===== src/rtl/lif_output_layer.sv =====
// lif_output_layer: leaky integrate-and-fire stage for the SNN output neurons.
// Collects per-time-unit synaptic current words and updates one neuron per cycle.
// After the update it emits a spike vector with a time-unit strobe, and it
// sequences T_STEPS time units per image.
module lif_output_layer #(
  parameter int N       = 8,
  parameter int IW      = 3,
  parameter int W       = 24,
  parameter int TH      = 15018,
  parameter int D       = 614,
  parameter int PRES    = 0,
  parameter int PMIN    = -2048000,
  parameter int REF     = 30,
  parameter int T_STEPS = 200
) (
  input  logic                clk,
  input  logic                rst,
  input  logic                start_img,
  input  logic                cur_valid,
  output logic                cur_ready,
  input  logic [IW-1:0]       cur_idx,
  input  logic signed [W-1:0] cur_in,
  input  logic                cur_last,
  output logic                coring,
  output logic [N-1:0]        ops,
  output logic                TU_incre,
  output logic                done_core_img
);

  localparam int AW = (N > 1) ? $clog2(N) : 1;
  localparam int RW = $clog2(REF + 1);
  localparam int TW = $clog2(T_STEPS + 1);

  localparam logic [1:0] S_IDLE   = 2'd0;
  localparam logic [1:0] S_ACCUM  = 2'd1;
  localparam logic [1:0] S_UPDATE = 2'd2;
  localparam logic [1:0] S_EMIT   = 2'd3;

  localparam logic signed [W-1:0]   PRES_W   = W'(PRES);
  localparam logic signed [W+1:0]   PMIN_X   = (W+2)'(PMIN);
  localparam logic signed [W+1:0]   TH_X     = (W+2)'(TH);
  localparam logic signed [W+1:0]   D_X      = (W+2)'(D);
  localparam logic [IW:0]           N_L      = (IW+1)'(N);
  localparam logic [AW-1:0]         LAST_IDX = AW'(N - 1);
  localparam logic [TW-1:0]         LAST_TU  = TW'(T_STEPS - 1);
  localparam logic [RW-1:0]         REF_R    = RW'(REF);

  // Saturating signed add, clamps to the W-bit two's complement range.
  function automatic logic signed [W-1:0] sat_add(input logic signed [W-1:0] a,
                                                  input logic signed [W-1:0] b);
    logic signed [W:0] sum;
    sum = {a[W-1], a} + {b[W-1], b};
    if (sum[W] != sum[W-1])
      return sum[W] ? {1'b1, {(W-1){1'b0}}} : {1'b0, {(W-1){1'b1}}};
    return sum[W-1:0];
  endfunction

  // Potential floor; the wide value is kept so threshold compares see any headroom.
  function automatic logic signed [W+1:0] floor_clamp(input logic signed [W+1:0] x);
    return (x < PMIN_X) ? PMIN_X : x;
  endfunction

  logic [1:0]          state;
  logic [TW-1:0]       tu_cnt;
  logic [AW-1:0]       upd_idx;
  logic [N-1:0]        s_r;
  logic signed [W-1:0] pot  [N];
  logic signed [W-1:0] acc  [N];
  logic [RW-1:0]       refr [N];

  logic signed [W-1:0] p_cur;
  logic signed [W-1:0] a_cur;
  logic [RW-1:0]       r_cur;
  logic signed [W+1:0] leak_x;
  logic signed [W+1:0] pn_x;
  logic                fire;
  logic [N-1:0]        s_nxt;

  assign cur_ready     = (state == S_ACCUM);
  assign coring        = (state != S_IDLE);
  assign TU_incre      = (state == S_EMIT);
  assign done_core_img = (state == S_EMIT) && (tu_cnt == LAST_TU);

  // Candidate potential and spike decision for the neuron currently being updated.
  always_comb begin
    p_cur  = pot[upd_idx];
    a_cur  = acc[upd_idx];
    r_cur  = refr[upd_idx];
    leak_x = (p_cur > PRES_W) ? D_X : '0;
    pn_x   = floor_clamp({{2{p_cur[W-1]}}, p_cur} + {{2{a_cur[W-1]}}, a_cur} - leak_x);
    fire   = (r_cur == '0) && (pn_x >= TH_X);
    s_nxt  = s_r;
    s_nxt[upd_idx] = fire;
  end

  // Sequencer plus neuron state: accumulate, update one neuron per cycle, emit.
  always_ff @(posedge clk) begin
    if (rst) begin
      state   <= S_IDLE;
      tu_cnt  <= '0;
      upd_idx <= '0;
      s_r     <= '0;
      ops     <= '0;
      for (int i = 0; i < N; i++) begin
        pot[i]  <= PRES_W;
        acc[i]  <= '0;
        refr[i] <= '0;
      end
    end else begin
      case (state)
        S_IDLE: begin
          if (start_img) begin
            state   <= S_ACCUM;
            upd_idx <= '0;
          end
        end
        S_ACCUM: begin
          if (cur_valid) begin
            // Out-of-range indices complete the handshake but contribute nothing.
            if ({1'b0, cur_idx} < N_L)
              acc[cur_idx[AW-1:0]] <= sat_add(acc[cur_idx[AW-1:0]], cur_in);
            if (cur_last) begin
              state   <= S_UPDATE;
              upd_idx <= '0;
            end
          end
        end
        S_UPDATE: begin
          acc[upd_idx] <= '0;
          s_r          <= s_nxt;
          if (r_cur != '0) begin
            refr[upd_idx] <= r_cur - RW'(1);
            pot[upd_idx]  <= PRES_W;
          end else if (fire) begin
            refr[upd_idx] <= REF_R;
            pot[upd_idx]  <= PRES_W;
          end else begin
            pot[upd_idx]  <= pn_x[W-1:0];
          end
          if (upd_idx == LAST_IDX) begin
            ops     <= s_nxt;
            upd_idx <= '0;
            state   <= S_EMIT;
          end else begin
            upd_idx <= upd_idx + AW'(1);
          end
        end
        S_EMIT: begin
          if (tu_cnt == LAST_TU) begin
            // Image finished: leave no neuron history behind for the next one.
            tu_cnt <= '0;
            for (int i = 0; i < N; i++) begin
              pot[i]  <= PRES_W;
              refr[i] <= '0;
            end
            state <= S_IDLE;
          end else begin
            tu_cnt <= tu_cnt + TW'(1);
            state  <= S_ACCUM;
          end
        end
        default: state <= S_IDLE;
      endcase
    end
  end

endmodule


===== config.mk =====
export PLATFORM = sky130hd
export DESIGN_NAME = lif_output_layer
export DESIGN_NICKNAME = d
export VERILOG_FILES = /design/src/rtl/lif_output_layer.sv
export SDC_FILE = /design/constraint.sdc
export NUM_CORES = 1
export LEC_CHECK = 0
export ABC_AREA = 0
export ABC_CLOCK_PERIOD_IN_PS = 10200
export BUFFER_PORTS_ARGS = -buffer_cell sky130_fd_sc_hd__buf_2
export CAP_MARGIN = 20
export CORE_ASPECT_RATIO = 0.75
export CORE_MARGIN = 4
export CORE_UTILIZATION = 43
export DETAILED_ROUTE_END_ITERATION = 8
export GPL_TIMING_DRIVEN = 0
export PLACE_DENSITY = 0.62
export SLEW_MARGIN = 20
export SYNTH_ARGS = -nofsm -noshare
export SYNTH_HDL_FRONTEND = slang
export SYNTH_SLANG_ARGS = --single-unit

===== constraint.sdc =====
create_clock -name clk -period 10.2 [get_ports clk]
set_input_delay 0.51 -clock clk [delete_from_list [all_inputs] [get_ports clk]]
set_output_delay 0.51 -clock clk [all_outputs]
set_load 0.01 [all_outputs]

## Yosys cells after proc, flatten, opt, wreduce, memory -nomap -nowiden

Memories as Yosys holds them, arrays and structs flattened. A register that Yosys moved wholly into a read port is not among the register bits.
Index checks and enable logic that the tools add are counted.

- Bits in writable memories: 424
- Register bits after elaboration: 29
- Memories: 3
- Input bits: 32

- Equality and inequality tests: 10
- $add $sub $neg: 6
- Mux-type cells: 91
- Reductions and logical operators: 15
- Magnitude comparators: 5
- Bitwise logic cells: 19

Memory list:

| memory | depth | bits a word | rd ports | clocked after memory_dff | wr ports | line | source |
|---|---|---|---|---|---|---|---|
| acc | 8 | 24 | 2 | 1 | 8 | 68 | `logic signed [W-1:0] acc [N];` |
| pot | 8 | 24 | 1 | 1 | 8 | 67 | `logic signed [W-1:0] pot [N];` |
| refr | 8 | 5 | 1 | 1 | 8 | 69 | `logic [RW-1:0] refr [N];` |

Operator list:

| operator | count |
|---|---|
| two-way mux 24 bit | 19 |
| OR reduction 24 bit | 3 |
| adder 24 x 24 -> 25 bit | 2 |
| two-way mux 5 bit | 10 |
| two-way mux 3 bit | 14 |
| two-way mux 1 bit | 37 |
| >= comparator 26 x 15 -> 1 bit, second input constant | 1 |
| less-than comparator 26 x 22 -> 1 bit, second input constant | 1 |
| two-way mux 26 bit | 1 |
| subtractor 25 x 11 -> 26 bit | 1 |
| > comparator 24 x 1 -> 1 bit, second input constant | 1 |
| OR 1 bit | 19 |
| two-way mux 10 bit | 1 |
| case mux 3 bit (3 select lines) | 1 |
| adder 8 x 1 -> 8 bit, second input constant | 1 |
| bitwise mux 8 bit | 1 |
| == test 8 bit, second input constant | 1 |
| two-way mux 2 bit | 4 |
| two-way mux 8 bit | 1 |
| case mux 2 bit (4 select lines) | 1 |
| AND reduction 4 bit | 2 |
| inequality test 2 bit, second input constant | 3 |
| zero test 5 bit | 1 |
| nonzero test 5 bit | 1 |
| 16 further kinds | 19 |

## Depth between registers and ports, before layout

- Depth in word-level cells: 16
- Gate-level depth with buffers: 34
- Depth with buffers taken out: 28

## Worst setup path before layout

No wires, ideal clock.

- Path type: flip-flop to flip-flop
- Start: register with a tool-made name
- End: memory refr[0][0] in the netlist's numbering, enable pin
- Buffers on the path: 7
- Setup slack: 2.178 ns
- Arrival time: 7.648 ns
- Period minus slack after synthesis: 8.022 ns
- Setup time: 0.374 ns
- Cell stages (with the launch flop): 29
- Data required time: 9.826 ns
- Path through: dfxtp_1 buf_2 buf_2 buf_2 buf_1 buf_1 mux4_2 mux2i_1 fa_1 ha_1 nand2b_1 a21o_1 a211oi_2 or4_1 nand4_1 o211ai_1 nand2b_1 a21oi_1 or3b_2 ha_1 inv_1 clkbuf_1 nand3_1 nor2_1 o211ai_1 a31oi_1 nor2_1 clkbuf_1 o21ai_0

RTL lines:

| what | line |
|---|---|
| end: declaration | 69 |

==> impl_metrics.csv <==
group,metric,value,unit
status,status,"completed",
worst_setup_path,critical-path-slowest-cell,"buf_1",
synthesis,yosys_warnings,0,
clocking,cts-root-buf,"clkbuf_16",
clocking,clock_latency,0.62,ns
sta,hold_viol_final,0,
power_and_ir_drop,peakVddDrop,0.127,mV
synthesis,yosys-top-cells-area,"edfxtp_1 (50%), mux4_2 (14%), nor2_1 (4.5%)",
synthesis,synth_nets,2106,
floorplanning,core.rowCount,76,
synthesis,yosysSeqAreaShare,0.529,
power_and_ir_drop,pwr_density_cell,222,mW/mm²
synthesis,synth-seq-cells,456,
synthesis,synth_edf_count,424,
layout,finalNonFillerCells,2910,
global_routing,antenna_found_initial,0,
clocking,cts_tree,"yes",
layout,drive_gt1_frac,0.215,
detailed_routing,firstDrtPassIters,5,
sta,fin_crit_sh,0.977,
global_routing,grt_pass1_wl,114000,µm
worst_setup_path,ff2ff_setup_slack,0.24,ns
detailed_routing,vias_per_cell,6.16,
worst_setup_path,start_kind,"flop",
sta,final.setup.tns,0,ns
sta,setup_viol,0,
power_and_ir_drop,power_leakage,0.00985,µW
layout,final_nets,2208,
detailed_routing,drt_iter0_markers,2209,
sta,drv_slew,0,
hold_path,min_path_type,"reg -> reg",
layout,syn2layout_area_growth,12.2,%
clocking,clk_pin_slew,0.06,ns
clocking,numCtsBuffers,47,
floorplanning,core-area,0.0578,mm²
synthesis,postSynthAreaPerCell,12.7,µm²
worst_setup_path,critPathArrivalTime,10.28,ns
detailed_routing,avgRoutedWirePerCell,26.3,µm
layout,final_cell_mix,"edfxtp_1 (424), nor2_1 (302), mux4_2 (154)",
place,numPortBuffers,40,
clocking,cts.sinks,456,
global_routing,grt_pass1_vias,17900,
global_routing,grt.total_usage,0.244,
synthesis,synth-main-ff-cell,"edfxtp_1",
detailed_routing,vias,17900,
global_routing,grt_start_max_net_pins,25,
layout,seq_area,0.0134,mm²
worst_setup_path,crit_type,"reg -> reg",
worst_setup_path,reg2reg_depth,30,
detailed_routing,routed_wl,76500,µm
synthesis,netlist_area,0.0253,mm²
worst_setup_path,crit_path_end_kind,"flop",
layout,final_common_cell,"edfxtp_1",
clocking,ctsHoldBuffers,0,
synthesis,ys_async_sr_fraction,0,
detailed_routing,final_antenna_net_count,0,
synthesis,ys_types,78,
clocking,cts_buffer_depth,3,
layout,fill_cells,5129,
layout,num_antenna_cells,0,
floorplanning,io_pins,44,
sta,worst_pin_slew,1.21,ns
hold_path,min_to,"s_r[0]$_SDFFE_PP0P_",
worst_setup_path,slowest_delay,0.95,ns
hold_path,hold_depth,2,
job,maxCapViolCount,0,
global_routing,grt-ovfl-total,0,
sta,hold_slack,0.459,ns
synthesis,syn_inst,1991,
sta,slew_headroom,0.194,
place,gp_congestion,0.911,
sta,finalCriticalPeriod,9.96,ns
detailed_routing,drc,0,
layout,multi_input_area,0.0111,mm²
clocking,h-tree-depth,2,
sta,max_clock_freq,100,MHz
place,hpwl,54600,µm
worst_setup_path,cp.required,10.52,ns
floorplanning,initial_core_util,0.438,
place,dp_cells,2823,
floorplanning,die_w,288,µm
sta,skew,0.0372,ns
floorplanning,dieArea,0.0628,mm²
worst_setup_path,timing.rr.end,"pot[4][11]$_SDFFCE_PN0P_",
floorplanning,die_h,218,µm
worst_setup_path,cp_common_cell,"o211ai_1",
synthesis,yosys.area.top_type,"edfxtp_1",
worst_setup_path,critPathMaxFanout,10,
hold_path,hp-start,"s_r[0]$_SDFFE_PP0P_",
synthesis,synth_top_area_share,0.503,
sta,rsz0062_at_grt,"no",
worst max path at each step:
stage                     slack, ns                        to  cells after the start  startpoint
after floorplan                2.18  refr[0][0]$_SDFFCE_PN0P_                     28        flop
after global placement        -1.42  refr[3][4]$_SDFFCE_PN0P_                     28        flop
after detailed placement      -1.51  refr[5][4]$_SDFFCE_PN0P_                     28        flop
after CTS                     0.004  refr[4][0]$_SDFFCE_PN0P_                     30        flop
after global routing          0.007  pot[4][12]$_SDFFCE_PN0P_                     30        flop
final                          0.24  pot[4][11]$_SDFFCE_PN0P_                     30        flop
routing by layer:
| metal | wire [µm] | share of wire | GRT usage | up-vias |
|---|---|---|---|---|
| met2 | 33400 | 0.44 | 0.361 | 976 |
| li1 | - | - | - | 7810 |
| met4 | 1280 | 0.017 | 0.0517 | 0 |
| met5 | 0 | 0 | 0 | - |
| met3 | 8680 | 0.11 | 0.0612 | 100 |
| met1 | 33100 | 0.43 | 0.367 | 9034 |
critical path: cells and delay by family, from the launching register on:
family                   cells  cell delay [ns]
AO/OA/AOI/OAI                9             2.37
adder cells (fa/ha/maj)      3             1.32
buffers and inverters        8             2.73
flip-flops                   1             0.30
multiplexers                 1             0.61
AND/OR/NAND/NOR              9             2.28
metrics by stage:
stage | setup slack [ns] | total power (µW) | cell area, µm² | utilization
final | 0.237 | 6310 | 28400 | 0.491
after global routing | 0.00743 | 6610 | 28400 | 0.491
after CTS | 0.00390 | 6260 | 28300 | 0.490
after detailed placement | -1.51 | 4540 | 26800 | 0.463
after global placement | -1.42 | 4490 | 26500 | 0.458
after floorplan | 2.18 | 3850 | 25300 | -
cells in the mapped netlist (29+ instances only):
cell / n
nand4_1: 32
a21oi_1: 66
clkbuf_1: 92
xnor2_1: 29
nor3_2: 44
mux2i_1: 55
edfxtp_1: 424
ha_1: 77
nand2_1: 83
nor3_1: 140
nor2_1: 302
dfxtp_1: 32
mux4_2: 154
o21ai_0: 50
inv_1: 70
area by class of cell:
| class | count | area share |
|---|---|---|
| clock buffer | 67 | 0.0459 |
| sequential | 456 | 0.471 |
| clock inverter | 19 | 0.00630 |
| multi-input combinational | 1319 | 0.392 |
| tap | 780 | 0.0344 |
| inverter | 71 | 0.00939 |
| buffer | 145 | 0.0254 |
| timing repair buffer | 53 | 0.0160 |
state kept, by name (all words and copies together), names as in the netlist, named ones only:
signal and flops:
acc 192, refr 40, tu_cnt 8, ops 8, upd_idx 3, pot 192
s_r 8, state 2
timing repair:
action,4_1_cts,5_1_grt
cloned,0,0
gates resized for setup,49,28
endpoints found under the setup margin,280,273
buffers inserted,1,0
hold endpoints to repair,0,0
pin swaps,1,0
report_power, final:
part           total [µW]  internal, µW  switching [µW]
logic                2410           744            1660
clock network        1710           964             745
registers            2190          2150            41.2
cells by family after synthesis:
group | share of synthesized area
AO/OA/AOI/OAI | 0.0564
AND/OR/NAND/NOR | 0.150
multiplexers | 0.171
XOR/XNOR | 0.0145
buffers and inverters | 0.0368
flip-flops | 0.529
adder cells (fa/ha/maj) | 0.0428
No activity file was read; power rests on OpenSTA's default activity.
